`config.mk`:
```
export PLATFORM = sky130hd
export DESIGN_NAME = sensor_poll_scheduler
export DESIGN_NICKNAME = d
export VERILOG_FILES = /design/src/rtl/sensor_poll_pkg.sv /design/src/rtl/rr_grant.sv /design/src/rtl/sensor_poll_scheduler.sv
export SDC_FILE = /design/constraint.sdc
export NUM_CORES = 1
export LEC_CHECK = 0
export ABC_AREA = 1
export CAP_MARGIN = 20
export CELL_PAD_IN_SITES_DETAIL_PLACEMENT = 1
export CELL_PAD_IN_SITES_GLOBAL_PLACEMENT = 1
export CORE_MARGIN = 4
export CORE_UTILIZATION = 40
export CTS_BUF_LIST = sky130_fd_sc_hd__clkbuf_4
export DETAILED_ROUTE_END_ITERATION = 12
export PLACE_DENSITY = 0.86
export SETUP_SLACK_MARGIN = 0.15
export SYNTH_ARGS = -nofsm -noshare
export SYNTH_HDL_FRONTEND = slang
export SYNTH_HIERARCHICAL = 1
export SYNTH_SLANG_ARGS = --single-unit
```
`constraint.sdc`:
```
create_clock -name clk_i -period 3.3 [get_ports clk_i]
set_clock_uncertainty 0.2 [all_clocks]
set_input_delay 0.33 -clock clk_i [delete_from_list [all_inputs] [get_ports clk_i]]
set_output_delay 0.33 -clock clk_i [all_outputs]
set_load 0.01 [all_outputs]
```
`src/rtl/sensor_poll_pkg.sv`:
```
// Shared definitions for the sensor poll scheduler: FSM state encoding,
// request-byte prefix, reply length and the reply integrity check.
package sensor_poll_pkg;

    typedef enum logic [2:0] {
        IDLE        = 3'd0,
        REQUEST     = 3'd1,
        ANSWER_TIME = 3'd2,
        TIMEOUT     = 3'd3,
        CHECKSUM    = 3'd4,
        SEND_BACK   = 3'd5
    } state_e;

    localparam logic [7:0] REQ_PREFIX = 8'h80;
    localparam int         RESP_BYTES = 3;

    // A reply is good when it echoes the request byte and its last byte is
    // the 8-bit wrap-around sum of the first two.
    function automatic logic replyOk(input logic [7:0] sent,
                                     input logic [7:0] b0,
                                     input logic [7:0] b1,
                                     input logic [7:0] b2);
        logic [7:0] sum;
        sum = b0 + b1;
        return (b0 == sent) && (b2 == sum);
    endfunction

endpackage

```
`src/rtl/rr_grant.sv`:
```
// Round-robin picker: holds the priority pointer and selects the lowest
// requesting index at or above it, wrapping past the last sensor to 0.
module rr_grant #(
    parameter int N_SENSORS = 4
) (
    input  logic                 clk_i,
    input  logic                 rst_ni,
    input  logic [N_SENSORS-1:0] req_i,
    input  logic                 advance_i,
    input  logic [3:0]           idx_i,
    output logic [N_SENSORS-1:0] grant_o,
    output logic [3:0]           idx_o,
    output logic                 valid_o
);

    logic [3:0] ptr_q;
    logic [3:0] ptr_d;

    // Move the pointer just past the sensor that was served, wrapping at the end.
    always_comb begin
        ptr_d = ptr_q;
        if (advance_i) begin
            if (idx_i == 4'(N_SENSORS - 1)) begin
                ptr_d = 4'd0;
            end else begin
                ptr_d = idx_i + 4'd1;
            end
        end
    end

    // Pointer register.
    always_ff @(posedge clk_i or negedge rst_ni) begin
        if (!rst_ni) begin
            ptr_q <= 4'd0;
        end else begin
            ptr_q <= ptr_d;
        end
    end

    // Scan candidates starting at the pointer; the first requester found wins.
    always_comb begin
        int                   cand;
        logic                 found;
        logic [N_SENSORS-1:0] sel;
        cand    = 0;
        found   = 1'b0;
        sel     = '0;
        grant_o = '0;
        idx_o   = 4'd0;
        for (int i = 0; i < N_SENSORS; i++) begin
            cand = int'(ptr_q) + i;
            if (cand >= N_SENSORS) begin
                cand = cand - N_SENSORS;
            end
            sel = N_SENSORS'(1) << cand;
            if (!found && (|(req_i & sel))) begin
                found   = 1'b1;
                grant_o = sel;
                idx_o   = 4'(cand);
            end
        end
        valid_o = found;
    end

endmodule

```
`src/rtl/sensor_poll_scheduler.sv`:
```
// Shares one UART tx/rx pair among up to 16 sensor requesters: grants one
// sensor, sends its request byte, collects and checks the three-byte reply,
// retries on timeout or corruption and strobes one result per transaction.
// Optional feature: define POLL_ALARM_EN to flag results at or above ALARM_LEVEL.
module sensor_poll_scheduler
    import sensor_poll_pkg::*;
#(
    parameter int         N_SENSORS      = 4,
    parameter int         TIMEOUT_CYCLES = 50000,
    parameter int         MAX_RETRY      = 2,
    parameter logic [7:0] ALARM_LEVEL    = 8'hC8
) (
    input  logic                 clk_i,
    input  logic                 rst_ni,
    input  logic [N_SENSORS-1:0] req_i,
    output logic [N_SENSORS-1:0] grant_o,
    output logic                 tx_dv_o,
    output logic [7:0]           tx_byte_o,
    input  logic                 tx_done_i,
    input  logic                 rx_dv_i,
    input  logic [7:0]           rx_byte_i,
    output logic                 res_valid_o,
    output logic [3:0]           res_sensor_o,
    output logic [7:0]           res_data_o,
    output logic                 res_error_o,
    output logic                 alarm_o,
    output logic                 busy_o
);

    localparam int                   TIMER_W     = $clog2(TIMEOUT_CYCLES + 1);
    localparam logic [TIMER_W-1:0]   TIMER_LOAD  = TIMER_W'(TIMEOUT_CYCLES - 1);
    localparam int                   RETRY_W     = $clog2(MAX_RETRY + 2);
    localparam logic [RETRY_W-1:0]   RETRY_LIMIT = RETRY_W'(MAX_RETRY);

    state_e                 state_q,    state_d;
    logic [N_SENSORS-1:0]   grant_q,    grant_d;
    logic [3:0]             idx_q,      idx_d;
    logic [7:0]             txByte_q,   txByte_d;
    logic                   txDv_q,     txDv_d;
    logic [RETRY_W-1:0]     retry_q,    retry_d;
    logic [1:0]             byteCnt_q,  byteCnt_d;
    logic [TIMER_W-1:0]     timer_q,    timer_d;
    logic [7:0]             rxBytes_q [RESP_BYTES];
    logic [7:0]             rxBytes_d [RESP_BYTES];
    logic                   resValid_q, resValid_d;
    logic [7:0]             resData_q,  resData_d;
    logic                   resError_q, resError_d;
    logic                   alarm_q,    alarm_d;

    logic [N_SENSORS-1:0]   pickGrant;
    logic [3:0]             pickIdx;
    logic                   pickValid;
    logic                   replyPass;
    logic                   alarmHit;

    rr_grant #(
        .N_SENSORS (N_SENSORS)
    ) u_rr_grant (
        .clk_i     (clk_i),
        .rst_ni    (rst_ni),
        .req_i     (req_i),
        .advance_i (state_q == SEND_BACK),
        .idx_i     (idx_q),
        .grant_o   (pickGrant),
        .idx_o     (pickIdx),
        .valid_o   (pickValid)
    );

    assign replyPass = replyOk(txByte_q, rxBytes_q[0], rxBytes_q[1], rxBytes_q[2]);

`ifdef POLL_ALARM_EN
    assign alarmHit = (rxBytes_q[1] >= ALARM_LEVEL);
`else
    logic [7:0] unusedAlarmLevel;
    assign unusedAlarmLevel = ALARM_LEVEL;
    assign alarmHit         = 1'b0;
`endif

    // Next-state and registered-output logic for the poll transaction FSM.
    always_comb begin
        state_d    = state_q;
        grant_d    = grant_q;
        idx_d      = idx_q;
        txByte_d   = txByte_q;
        txDv_d     = 1'b0;
        retry_d    = retry_q;
        byteCnt_d  = byteCnt_q;
        timer_d    = timer_q;
        rxBytes_d  = rxBytes_q;
        resValid_d = 1'b0;
        resData_d  = 8'h00;
        resError_d = 1'b0;
        alarm_d    = 1'b0;

        case (state_q)
            IDLE: begin
                if (pickValid) begin
                    grant_d  = pickGrant;
                    idx_d    = pickIdx;
                    txByte_d = REQ_PREFIX | {4'b0000, pickIdx};
                    txDv_d   = 1'b1;
                    retry_d  = '0;
                    state_d  = REQUEST;
                end
            end

            REQUEST: begin
                if (tx_done_i) begin
                    byteCnt_d = 2'd0;
                    timer_d   = TIMER_LOAD;
                    state_d   = ANSWER_TIME;
                end
            end

            ANSWER_TIME: begin
                if (rx_dv_i) begin
                    rxBytes_d[byteCnt_q] = rx_byte_i;
                    timer_d              = TIMER_LOAD;
                    byteCnt_d            = byteCnt_q + 2'd1;
                    if (byteCnt_q == 2'(RESP_BYTES - 1)) begin
                        state_d = CHECKSUM;
                    end
                end else if (timer_q == '0) begin
                    state_d = TIMEOUT;
                end else begin
                    timer_d = timer_q - 1'b1;
                end
            end

            CHECKSUM: begin
                if (replyPass) begin
                    resValid_d = 1'b1;
                    resData_d  = rxBytes_q[1];
                    alarm_d    = alarmHit;
                    state_d    = SEND_BACK;
                end else begin
                    state_d = TIMEOUT;
                end
            end

            TIMEOUT: begin
                if (retry_q < RETRY_LIMIT) begin
                    retry_d = retry_q + 1'b1;
                    txDv_d  = 1'b1;
                    state_d = REQUEST;
                end else begin
                    resValid_d = 1'b1;
                    resError_d = 1'b1;
                    state_d    = SEND_BACK;
                end
            end

            SEND_BACK: begin
                grant_d = '0;
                retry_d = '0;
                state_d = IDLE;
            end

            default: begin
                state_d = IDLE;
            end
        endcase
    end

    // State and output registers; reset abandons any transaction in flight.
    always_ff @(posedge clk_i or negedge rst_ni) begin
        if (!rst_ni) begin
            state_q    <= IDLE;
            grant_q    <= '0;
            idx_q      <= 4'd0;
            txByte_q   <= 8'h00;
            txDv_q     <= 1'b0;
            retry_q    <= '0;
            byteCnt_q  <= 2'd0;
            timer_q    <= '0;
            rxBytes_q  <= '{default: 8'h00};
            resValid_q <= 1'b0;
            resData_q  <= 8'h00;
            resError_q <= 1'b0;
            alarm_q    <= 1'b0;
        end else begin
            state_q    <= state_d;
            grant_q    <= grant_d;
            idx_q      <= idx_d;
            txByte_q   <= txByte_d;
            txDv_q     <= txDv_d;
            retry_q    <= retry_d;
            byteCnt_q  <= byteCnt_d;
            timer_q    <= timer_d;
            rxBytes_q  <= rxBytes_d;
            resValid_q <= resValid_d;
            resData_q  <= resData_d;
            resError_q <= resError_d;
            alarm_q    <= alarm_d;
        end
    end

    assign grant_o      = grant_q;
    assign tx_dv_o      = txDv_q;
    assign tx_byte_o    = txByte_q;
    assign res_valid_o  = resValid_q;
    assign res_sensor_o = idx_q;
    assign res_data_o   = resData_q;
    assign res_error_o  = resError_q;
    assign alarm_o      = alarm_q;
    assign busy_o       = (state_q != IDLE);

endmodule

```
Word level (Yosys, flattened, before mapping)

Index checks and enable logic that the tools add are counted.

Register bits: 75
Input bits: 16
Output and inout bits: 29
Word-level logic and storage cells: 133

Add/sub/neg operators: 12
Magnitude comparators: 7
Equal/unequal tests: 16
Shift operators: 4
Mux-type cells: 49
Bitwise logic cells: 5
Reduce and logical (&&, ||, !) cells: 25

Operators by type and width:

| operator                                                               | number |
|---|---|
| 32-bit 2-to-1 mux                                                      | 4 |
| 1-bit by 32-bit << shifter with 4-bit output, first input constant     | 4 |
| 32-bit by 4-bit >= comparator with 1-bit output, second input constant | 3 |
| 32-bit by 4-bit subtractor with 32-bit output, second input constant   | 3 |
| 16-bit 2-to-1 mux                                                      | 3 |
| 4-bit 2-to-1 mux                                                       | 10 |
| 16-bit one-hot mux with 2 select lines                                 | 1 |
| 24-bit bitwise mux                                                     | 1 |
| 8-bit 2-to-1 mux                                                       | 3 |
| 3-bit 2-to-1 mux                                                       | 7 |
| 4-bit AND                                                              | 4 |
| 8-bit demux with 2-bit select                                          | 1 |
| 8-bit == test                                                          | 2 |
| 16-bit logical NOT                                                     | 1 |
| 4-bit OR reduction                                                     | 4 |
| 16-bit by 1-bit subtractor with 16-bit output, second input constant   | 1 |
| 3-bit one-hot mux with 5 select lines                                  | 1 |
| 4-bit by 2-bit adder with 5-bit output, second input constant          | 2 |
| 1-bit 2-to-1 mux                                                       | 9 |
| 3-bit != test, second input constant                                   | 3 |
| 3-bit AND reduction                                                    | 3 |
| 8-bit adder                                                            | 1 |
| 2-bit 2-to-1 mux                                                       | 4 |
| 2-bit != test, second input constant                                   | 4 |
| 25 further kinds                                                       | 39 |

Depth between registers and ports, before layout

Gate-level depths: netlist (run 1).

Word-level depth: 17
Mapped depth: 25
Mapped depth without buffers: 24

Cells and area by module

The synthesis (run 1) kept the hierarchy.

By module, submodules not included:

| module                | instances | cells an instance | area an instance (um2) | seq. area each (um2) |
|---|---|---|---|---|
| sensor_poll_scheduler | 1         | 462               | 3648.5                 | 1676.6 |
| rr_grant              | 1         | 245               | 1382.6                 | 100.1 |

Worst setup path before layout (run 1)

Ideal clock, no wire load.

Path type: register to register
Start: register u_rr_grant.ptr_q[2]
End: register idx_q[0], in the netlist res_sensor_o[0]
Library setup time: 125 ps
Arrival: 3021 ps
Slack: -46 ps
Stages on the path, launching flop included: 20
Buffers on the path: 1
Period minus slack after synthesis: 3346 ps
Path through: dfrtp_1 > ha_1 > nand3_1 > nand2_1 > inv_1 > ha_1 > ha_1 > nand3_1 > nand3_1 > nor2_1 > nor2_2 > nand4_1 > nand2_1 > nor2_1 > nand2_4 > nor2_8 > nand3_1 > buf_2 > nand2_1 > mux2_2

Word-level cells in the longest chain between the ends: 16
Elaborated cells on any way between the ends: 42
Those cells by class: add/sub: 7; order compare: 4; shift: 4; mux: 12; bitwise: 4; reduce/logical: 11

RTL lines:

| item                                                                                   | RTL line                     | text |
|---|---|---|
| start, declared                                                                        | rr_grant.sv:16               | `logic [3:0] ptr_q;` |
| start signal, assigned                                                                 | rr_grant.sv:36               | `ptr_q <= ptr_d;` |
| branches (longest 14 deep; another with 32-bit by 4-bit subtractor with 32-bit output) | -                            |  |
| 1-bit 2-to-1 mux *                                                                     | rr_grant.sv:56               | `if (!found && (\|(req_i & sel))) begin` |
| named net pickValid                                                                    | sensor_poll_scheduler.sv:52  | `logic pickValid;` |
| 2-bit AND reduction (no source line) *                                                 | -                            |  |
| end signal, assigned                                                                   | sensor_poll_scheduler.sv:184 | `idx_q <= idx_d;` |
| end, declared                                                                          | sensor_poll_scheduler.sv:37  | `logic [3:0] idx_q, idx_d;` |

Mark *: on every way through the listed nets, which the timed path passes.
A chain may end at the register's enable or synchronous reset.

Final worst setup path (run 1)

Start: register u_rr_grant.ptr_q[1]
End: register retry_q[1]

Word-level cells in the longest chain between the ends: 17
Elaborated cells on any way between the ends: 39
Those cells by class: add/sub: 7; order compare: 4; eq/ne: 1; shift: 4; mux: 8; bitwise: 4; reduce/logical: 11

RTL lines:

| item                                                                                   | RTL line                     | text |
|---|---|---|
| branches (longest 14 deep; another with 32-bit by 4-bit subtractor with 32-bit output) | -                            |  |
| 1-bit 2-to-1 mux *                                                                     | rr_grant.sv:56               |  |
| named net pickValid                                                                    | sensor_poll_scheduler.sv:52  |  |
| 2-bit != test (no source line) *                                                       | -                            |  |
| 3-bit AND reduction (no source line) *                                                 | -                            |  |
| end signal, assigned                                                                   | sensor_poll_scheduler.sv:187 | `retry_q <= retry_d;` |
| end, declared                                                                          | sensor_poll_scheduler.sv:40  | `logic [RETRY_W-1:0] retry_q, retry_d;` |

Marks and branches as above.

==> results.json, run 1 <==
{
  "syn_area_um2": 5031,
  "r2r_setup_slack_ps": -130,
  "post-route-min-period_ps": 3430,
  "die-area_um2": 14440,
  "synth_cell_types": 42,
  "fin_ws_ps": -129.7,
  "power.density_nw_per_um2": 1204,
  "finalNonFillerCells": 956,
  "hold_class": "input port to register",
  "root_buffer": "clkbuf_4",
  "cts.sinks": 71,
  "wl_per_cell_um": 19.47,
  "clk_latency_ps": 450,
  "die_w_um": 120.2,
  "cp_top_family": "simple AND/OR/NAND/NOR gates",
  "synth_flop_cell": "dfrtp_1",
  "nets": 831,
  "fp.coreArea_um2": 12160,
  "drcViolationCount": 0,
  "report.final.slew_viol_count": 0,
  "ys_seq_area_frac": 0.3531,
  "dp_hpwl_um": 10990,
  "vias": 5218,
  "vias_per_cell": 5.458,
  "start_util": 0.4137,
  "crit_fanout": 5,
  "syn_inst": 707,
  "syn_area_per_cell_um2": 7.116,
  "grt_pass1_wl_um": 25900,
  "yosysWarnings": 6,
  "cts_tree": "done",
  "gp_congestion": 0.8502,
  "critical_path.cell_chain": "buf_6, ha_4, nand2_1, nand2_2, ha_4, ha_4, nand3_4, nand2_4, nand2_1, nand2_2, nor2_2, nand4_1, nand2_2, nor2_4, nand2_4, nor2_8, nand3_4, o221ai_4, a21oi_2, o22ai_2",
  "ir_worst_vdd_uv": 654.7,
  "ant_nets": 0,
  "grt_overflow_total": 0,
  "synth-seq-cells": 71,
  "min_period_over_period": 1.039,
  "placedCellCount": 914,
  "cp.required_ps": 3430,
  "synthArstFlopShare": 1.000,
  "grt_max_degree": 72,
  "area_delta_synth_final_pct": 28.28,
  "grt_pass1_vias": 5340,
  "max-slew-margin-rel": 0.3899,
  "drive_above_1_share": 0.2297,
  "critPathCaptureType": "register",
  "multi_input_area_um2": 3172,
  "startpoint_type": "register",
  "hold_viol": 0,
  "fp.dieH_um": 120.2,
  "rsz0062_at_grt": "yes",
  "clk_pin_slew_worst_paths_ps": 110,
  "crit_type": "register to register",
  "finalSetupTns_ps": -1026,
  "path_buf_inv": 1,
  "cpMaxStageDelayCell": "dfrtp_2",
  "status": "finished, violations left",
  "cap_violations": 0,
  "seq_area_um2": 1782,
  "critPathArrivalTime_ps": 3560,
  "ios": 45,
  "fmax_mhz": 291.6,
  "violations": "setup timing",
  "clk_path_buf_depth": 2,
  "numPortBuffers": 40,
  "power.leakage_nw": 3.205,
  "synth_edf_count": 0,
  "first_iter_violations": 280,
  "n_fill_cell": 1540,
  "antenna_found_initial": 0,
  "n_antenna_cell": 0,
  "cts_buffers": 9,
  "drt_pass1_iterations": 5,
  "grtUsageTotal": 0.2222,
  "worstMarginPinSlew_ps": 915.2,
  "h-tree-depth": 3,
  "crit_path_max_incr_delay_ps": 490,
  "rows": 40,
  "finalSetupViolations": 13,
  "wl_um": 18620
}
-- what timing repair did --
item	4_1_cts	5_1_grt
endpoints found under the setup margin	15	15
gates resized for setup	45	73
hold buffers	1	0
setup buffers	17	9
pin swaps	22	37
hold endpoints to repair	71	0
-- where the power goes --
group	leakage [nW]	switching, mW	internal (mW)
logic	2.23	3.59	2.19
clock network	0.0704	0.319	0.218
registers	0.901	0.317	1.14
-- layout make-up --
type                       instances  share of cell area
clock inverter                     6            0.008143
inverter                         119             0.07038
multi-input combinational        504              0.4915
tap                              168             0.03257
clock buffer                       9             0.01047
sequential                        71              0.2761
timing repair buffer              79              0.1109
-- metrics by stage --
step	power, mW	worst slack [ps]	hold slack, ps	area [µm²]	utilization
after floorplan	4.305	173.1	-165.6	5061	-
after global placement	5.099	-7.096	266.4	5638	0.4636
after detailed placement	5.424	-280.4	293.3	5638	0.4636
after CTS	6.567	127.3	253.4	6090	0.5007
after global routing	8.282	-211.5	265.9	6454	0.5307
final	7.771	-129.7	278.6	6454	0.5307
-- placed cells by master, fill, tap and decap left out, types with 10 or more instances in the layout --
master           count
clkdlybuf4s50_1     39
nor2_4              10
buf_4               33
ha_1                19
nand2_1            154
nand2_2             25
nor2_1              65
inv_1              102
nor2_2              17
o21ai_0             40
dfrtp_1             67
nand3_1             56
nand3_2             12
inv_2               14
nand4_1             17
-- routing by layer --
metal  vias to the layer above  wire length (µm)  track usage
met1                      2598              7471       0.2599
met2                       180              9473       0.3980
li1                       2371                 -            -
met4                         0               834      0.08089
met5                         -                 0            0
met3                        69               835      0.04760
-- Yosys cell counts (3+ instances only) --
cell	number	area [µm²]
inv_1	110	412.9
clkbuf_1	3	11.26
nand2_1	178	668.1
nor2_1	76	285.3
xor2_1	8	70.07
nand3_1	71	355.3
o22ai_1	3	18.77
nand4_1	17	106.4
mux2_2	4	45.04
nor2_2	11	68.82
inv_2	9	33.78
dfrtp_1	71	1777
xnor2_1	7	61.31
nand2_2	8	50.05
nor3_1	5	25.02
buf_4	10	75.07
nor2_4	5	56.30
o21ai_0	41	205.2
ha_1	30	375.4
a21oi_1	11	55.05
-- state kept, by name, indices dropped and copies added (netlist names) --
signal and flops:
grant_o 4, tx_byte_o 2, res_data_o 8, byteCnt_q 2, retry_q 2, res_sensor_o 3
res_valid_o 1, state_q 3, timer_q 16, res_error_o 1, u_rr_grant/ptr_q 4, tx_dv_o 1
rxBytes_q 24
-- logic make-up after synthesis --
family | count (synthesis) | share of synthesized area
flip-flops | 71 | 0.3531
buffers and inverters | 136 | 0.1129
AO/OA/AOI/OAI | 62 | 0.06615
adder cells (fa/ha/maj) | 31 | 0.07859
other | 2 | 0.001493
AND/OR/NAND/NOR | 385 | 0.3494
XOR/XNOR | 16 | 0.02935
multiplexers | 4 | 0.008952
-- worst paths after layout --
check / startpoint / to / cells after the start
max in group asynchronous: rst_ni / u_rr_grant/ptr_q[1]$_DFFE_PN0P_ / 2
max reg2reg: u_rr_grant/ptr_q[1]$_DFFE_PN0P_ / retry_q[1]$_DFFE_PN0P_ / 20
min: rx_byte_i[4] / rxBytes_q[20]$_DFFE_PN0P_ / 3
max: u_rr_grant/ptr_q[1]$_DFFE_PN0P_ / retry_q[1]$_DFFE_PN0P_ / 20
min reg2reg: rxBytes_q[5]$_DFFE_PN0P_ / rxBytes_q[5]$_DFFE_PN0P_ / 2
min in group asynchronous: rst_ni / res_valid_o$_DFF_PN0_ / 2
-- worst min-delay path, stage by stage --
cell	delay (ps)
clkdlybuf4s50_1	390
inv_1	80
o21ai_0	80
Power figures use the tool's default switching activity.
==> run 2, diff against run 1 <==
Settings changed: CORE_UTILIZATION 40 to 45, PLACE_DENSITY 0.86 to unset, PLACE_DENSITY_LB_ADDON set to 0.1.
Clock period 3.3 ns to 4.1 ns, I/O delays scaled along.
==> run 2 against run 1 <==
The flow now finishes without violations. Setup slack improved by 670 ps. Flip-flop and latch count unchanged. Sequential power shrank 23%. Non-clock buffer count shrank 33. Critical path depth is 1 lower. Global-route usage is 0.11 points higher. Sequential share of layout area up 3.8 points. Power decreased by 41%. Count of clock-buffer cells in the layout up 2. Die area decreased by 10%. Fmax is 3.7% lower. Critical endpoint is now res_sensor_o[1]$_DFFE_PN0P_.
==> results.json, run 2 (synthesized netlist as in run 1, its figures left out) <==
{
  "fp.coreArea_um2": 10890,
  "post_cts_buffers": 0,
  "root_buffer": "clkbuf_4",
  "fmax_mhz": 280.7,
  "worst_hold_slack_ps": 314.2,
  "rows": 38,
  "start_util": 0.4621,
  "clk_path_buf_depth": 2,
  "cts.sinks": 71,
  "largest_register_ffs": 24,
  "multi_input_area_um2": 2715,
  "critPathLaunch": "u_rr_grant/ptr_q[1]$_DFFE_PN0P_",
  "n_antenna_cell": 0,
  "fp.dieH_um": 113.7,
  "clk_pin_slew_worst_paths_ps": 110,
  "critPathCaptureType": "register",
  "grt_pass1_vias": 5034,
  "gp_congestion": 0.8630,
  "die-area_um2": 12940,
  "seqPwrFrac": 0.245,
  "die_w_um": 113.7,
  "ant_nets": 0,
  "dp_hpwl_um": 10520,
  "report.final.slew_viol_count": 0,
  "switching_share": 0.5359,
  "numPortBuffers": 40,
  "antenna_found_initial": 0,
  "startpoint_type": "register",
  "grt_max_degree": 72,
  "holdPathStages": 2,
  "grt.met3_usage": 0.04191,
  "reg2regPathDepth": 19,
  "globalRouteMet2Util": 0.3746,
  "final_common_cell": "nand2_1",
  "power.leakage_nw": 2.949,
  "nets": 798,
  "finalSetupTns_ps": 0,
  "status": "complete, no violations",
  "seq_area_um2": 1778,
  "grt_pass1_wl_um": 23530,
  "placedCellCount": 879,
  "final_cell_mix": "nand2_1, inv_1, nor2_1, nand3_1, dfrtp_1",
  "max-slew-margin-rel": 0.3899,
  "critPathArrivalTime_ps": 3690,
  "power.total_mw": 4.616,
  "use_met1": 0.2926,
  "cap_violations": 0,
  "power.density_nw_per_um2": 816.3,
  "clk_latency_ps": 430,
  "first_iter_violations": 164,
  "cp.required_ps": 4230,
  "internal_power_mw": 2.142,
  "hp-start": "timer_q[15]$_DFFE_PN0P_",
  "grtUsageTotal": 0.2232,
  "grt_overflow_total": 0,
  "area_delta_synth_final_pct": 12.41,
  "finalNonFillerCells": 894,
  "rsz0062_at_grt": "no",
  "finalSetupViolations": 0,
  "wl_um": 13450,
  "switching_power_mw": 2.474,
  "vias_per_cell": 5.180,
  "wl_per_cell_um": 15.04,
  "drcViolationCount": 0,
  "cts_tree": "done",
  "timing.rr.start": "u_rr_grant/ptr_q[1]$_DFFE_PN0P_",
  "crit_type": "register to register",
  "crit_fanout": 9,
  "ios": 45,
  "post-route-min-period_ps": 3563,
  "drt_pass1_iterations": 4,
  "ir_worst_vdd_uv": 452.0,
  "cts_buffers": 9,
  "hold_class": "register to register",
  "min_period_over_period": 0.8689,
  "top_usage_layer": "met2",
  "hold_viol": 0,
  "n_fill_cell": 1450,
  "vias": 4631,
  "combPwrFrac": 0.676,
  "worstMarginPinSlew_ps": 915.2,
  "drive_above_1_share": 0.09284,
  "largest-register": "rxBytes_q",
  "h-tree-depth": 3,
  "p_clk_frac": 0.079
}
run 2: cell count changes in the layout (fill, tap and decap cells not counted), moves of 5 or more:
cell / before / now
nand2_1: 154 / 177
inv_1: 102 / 110
nor2_4: 10 / 5
nand3_2: 12 / 2
nand3_1: 56 / 70
buf_6: 6 / 0
nor2_1: 65 / 76
nand2_2: 25 / 9
nand2_4: 7 / 2
inv_2: 14 / 9
ha_4: 9 / 0
ha_1: 19 / 30
nor2_2: 17 / 11
buf_4: 33 / 6
run 2: what timing repair did:
item | CTS | global route
hold buffers | 1 | 0
hold endpoints to repair | 71 | 0
gates resized for setup | 0 | 4
setup endpoints to repair | 0 | 15
run 2: worst max-delay path, stage by stage (launching register included):
cell     delay [ps]
dfrtp_2         490
ha_1            260
nand2_1          70
nand2_1          60
nand2_1         120
inv_1            80
ha_1            180
ha_1            210
nand3_1         150
nand3_1         120
nor2_1          130
nor2_2           80
nand4_1          80
nand2_1          80
nor2_1          190
nand2_4         100
nor2_8          140
nand3_2         170
nand2_2         200
mux2_2          350
run 2: power groups by stage:
stage / Combinational (mW) / Sequential [mW] / Clock [mW]
final: 3.12 / 1.13 / 0.363
after global routing: 3.58 / 1.17 / 0.418
after CTS: 3.11 / 1.13 / 0.385
after detailed placement: 3.08 / 1.15 / 0
after global placement: 2.91 / 1.14 / 0
after floorplan: 2.32 / 1.11 / 0
run 2: metal layers:
| metal | part of all wire | vias up |
|---|---|---|
| li1 | - | 2308 |
| met3 | 0.036 | 25 |
| met1 | 0.46 | 2227 |
| met2 | 0.49 | 71 |
| met5 | 0 | - |
| met4 | 0.017 | 0 |
run 2: final cells by class:
type,instances,area share
clock buffer,11,0.01460
clock inverter,3,0.002212
inverter,119,0.07898
multi-input combinational,504,0.4801
sequential,71,0.3144
tap,140,0.03097
timing repair buffer,46,0.07876
run 2: final timing paths:
path	end	slack [ps]
worst max-delay path	res_sensor_o[1]$_DFFE_PN0P_	540
worst min-delay path	timer_q[15]$_DFFE_PN0P_	310
worst max register to register	res_sensor_o[1]$_DFFE_PN0P_	540
worst min register to register	timer_q[15]$_DFFE_PN0P_	310
max in group asynchronous	u_rr_grant/ptr_q[1]$_DFFE_PN0P_	2640
min in group asynchronous	res_data_o[1]$_DFF_PN0_	440
run 2: per-stage QoR:
step	util	worst slack, ps	instance area (µm²)
final	0.5194	537.4	5655
after detailed placement	0.5084	361.9	5535
after CTS	0.5180	320.5	5640
after global routing	0.5194	185.6	5655
after floorplan	-	754.5	5046
after global placement	0.5084	627.7	5535
==> run 3, diff against run 2 <==
Settings changed: CORE_UTILIZATION 45 to 47.
==> run 3 against run 2 <==
Count of clock-buffer cells in the layout down 1. Sequential share of layout area down 0.12 points. Register-to-register slack about the same. First-iteration DRC count up 42%. Combinational power up 2%. Die area down 4.0%. Flip-flop and latch count unchanged. Critical path depth unchanged. Non-clock buffer count unchanged. Critical path type unchanged. Highest routed layer unchanged.
==> results.json, run 3 (synthesized netlist as in run 1, its figures left out) <==
{
  "critPathCaptureType": "register",
  "clk_latency_ps": 420,
  "crit_fanout": 9,
  "power.density_nw_per_um2": 836.5,
  "switching_share": 0.5359,
  "grt_overflow_total": 0,
  "grt_pass1_wl_um": 24540,
  "startpoint_type": "register",
  "p_clk_frac": 0.093,
  "die_w_um": 111.5,
  "largest_register_ffs": 24,
  "fp.coreArea_um2": 10370,
  "power.total_mw": 4.753,
  "post_cts_buffers": 0,
  "finalSetupViolations": 0,
  "cp.required_ps": 4210,
  "clk_pin_slew_worst_paths_ps": 110,
  "worst_hold_slack_ps": 315.7,
  "h-tree-depth": 3,
  "drt_pass1_iterations": 4,
  "fmax_mhz": 280.7,
  "finalSetupTns_ps": 0,
  "max-slew-margin-rel": 0.3814,
  "fin_ws_ps": 537.9,
  "post-route-min-period_ps": 3562,
  "vias": 4659,
  "drive_above_1_share": 0.09801,
  "ios": 45,
  "rsz0062_at_grt": "no",
  "worstMarginPinSlew_ps": 927.9,
  "grtUsageTotal": 0.2390,
  "ir_worst_vdd_uv": 336.4,
  "internal_power_mw": 2.206,
  "min_period_over_period": 0.8688,
  "die-area_um2": 12420,
  "cts_tree": "done",
  "fp.dieH_um": 111.5,
  "grt_max_degree": 72,
  "combPwrFrac": 0.667,
  "final_cell_area_um2": 5682,
  "start_util": 0.4852,
  "root_buffer": "clkbuf_4",
  "cap_violations": 0,
  "first_iter_violations": 233,
  "gp_congestion": 0.8763,
  "pre_cts_slack_ps": 383.2,
  "ant_nets": 0,
  "clk_path_buf_depth": 2,
  "numPortBuffers": 40,
  "rows": 37,
  "antenna_found_initial": 0,
  "cts.sinks": 71,
  "n_antenna_cell": 0,
  "wl_per_cell_um": 15.79,
  "post_dp_cell_area_um2": 5530,
  "report.final.slew_viol_count": 0,
  "utilization": 0.5479,
  "area_delta_synth_final_pct": 12.93,
  "final_common_cell": "nand2_1",
  "largest-register": "rxBytes_q",
  "hold_viol": 0,
  "placedCellCount": 875,
  "crit_type": "register to register",
  "dp_hpwl_um": 10900,
  "seqPwrFrac": 0.240,
  "cts_buffers": 9,
  "hold_class": "register to register",
  "switching_power_mw": 2.547,
  "status": "complete, no violations",
  "vias_per_cell": 5.229,
  "power.leakage_nw": 2.966,
  "grt_pass1_vias": 5045,
  "finalNonFillerCells": 891,
  "nets": 798,
  "final_cell_mix": "nand2_1, inv_1, nor2_1, nand3_1, dfrtp_1",
  "critPathArrivalTime_ps": 3670,
  "wl_um": 14070,
  "drcViolationCount": 0
}
==> run 3: cell count changes in the layout (fill, tap and decap cells not counted) <==
cell	delta
dfrtp_1	-1
clkbuf_4	-1
clkinv_1	-2
bufinv_16	+1
clkinv_2	+3
dfrtp_2	+1
==> run 3: area by class of cell <==
cell class / count / area [µm²]
clock inverters: 5 / 50.05
multi-input cells: 504 / 2715
fillers: 1368 / 4688
repair buffers: 46 / 445.4
well taps: 136 / 170.2
clock buffers: 10 / 75.07
inverters: 119 / 446.7
flip-flops and latches: 71 / 1779
==> run 3: power by group through the flow <==
stage                     clock [mW]  sequential [mW]  combinational, mW
final                          0.441             1.14               3.17
after global routing           0.486             1.18               3.63
after CTS                      0.455             1.14               3.15
after detailed placement           0             1.16               3.13
after global placement             0             1.14               2.92
after floorplan                    0             1.11               2.32
==> run 3: worst max-delay path: stages, from the launching register on <==
cell	delay, ps
dfrtp_2	490
ha_1	280
nand2_1	80
nand2_1	60
nand2_1	90
inv_1	60
ha_1	190
ha_1	210
nand3_1	140
nand3_1	120
nor2_1	130
nor2_2	90
nand4_1	80
nand2_1	80
nor2_1	200
nand2_4	100
nor2_8	130
nand3_2	170
nand2_2	200
mux2_2	350
==> run 3: worst paths after layout <==
path,startpoint,to,slack (ps),depth (start not counted)
setup / recovery,u_rr_grant/ptr_q[1]$_DFFE_PN0P_,res_sensor_o[0]$_DFFE_PN0P_,540,19
hold / removal,timer_q[15]$_DFFE_PN0P_,timer_q[15]$_DFFE_PN0P_,320,2
setup reg to reg,u_rr_grant/ptr_q[1]$_DFFE_PN0P_,res_sensor_o[0]$_DFFE_PN0P_,540,19
hold reg to reg,timer_q[15]$_DFFE_PN0P_,timer_q[15]$_DFFE_PN0P_,320,2
max in group asynchronous,rst_ni,u_rr_grant/ptr_q[0]$_DFFE_PN0P_,2620,2
min in group asynchronous,rst_ni,res_data_o[1]$_DFF_PN0_,450,2
==> run 3: repair_timing <==
action                                 CTS  global route
hold buffers                             1             0
resized for setup                        0             5
setup endpoints to repair                0            14
endpoints found under the hold margin   71             0
==> run 3: layer usage <==
| metal | vias up | global-route usage | wire length (µm) |
|---|---|---|---|
| li1 | 2307 | - | - |
| met1 | 2277 | 0.3163 | 6467 |
| met2 | 62 | 0.4178 | 7064 |
| met3 | 13 | 0.03859 | 405 |
| met4 | 0 | 0.04461 | 133 |
| met5 | - | 0 | 0 |
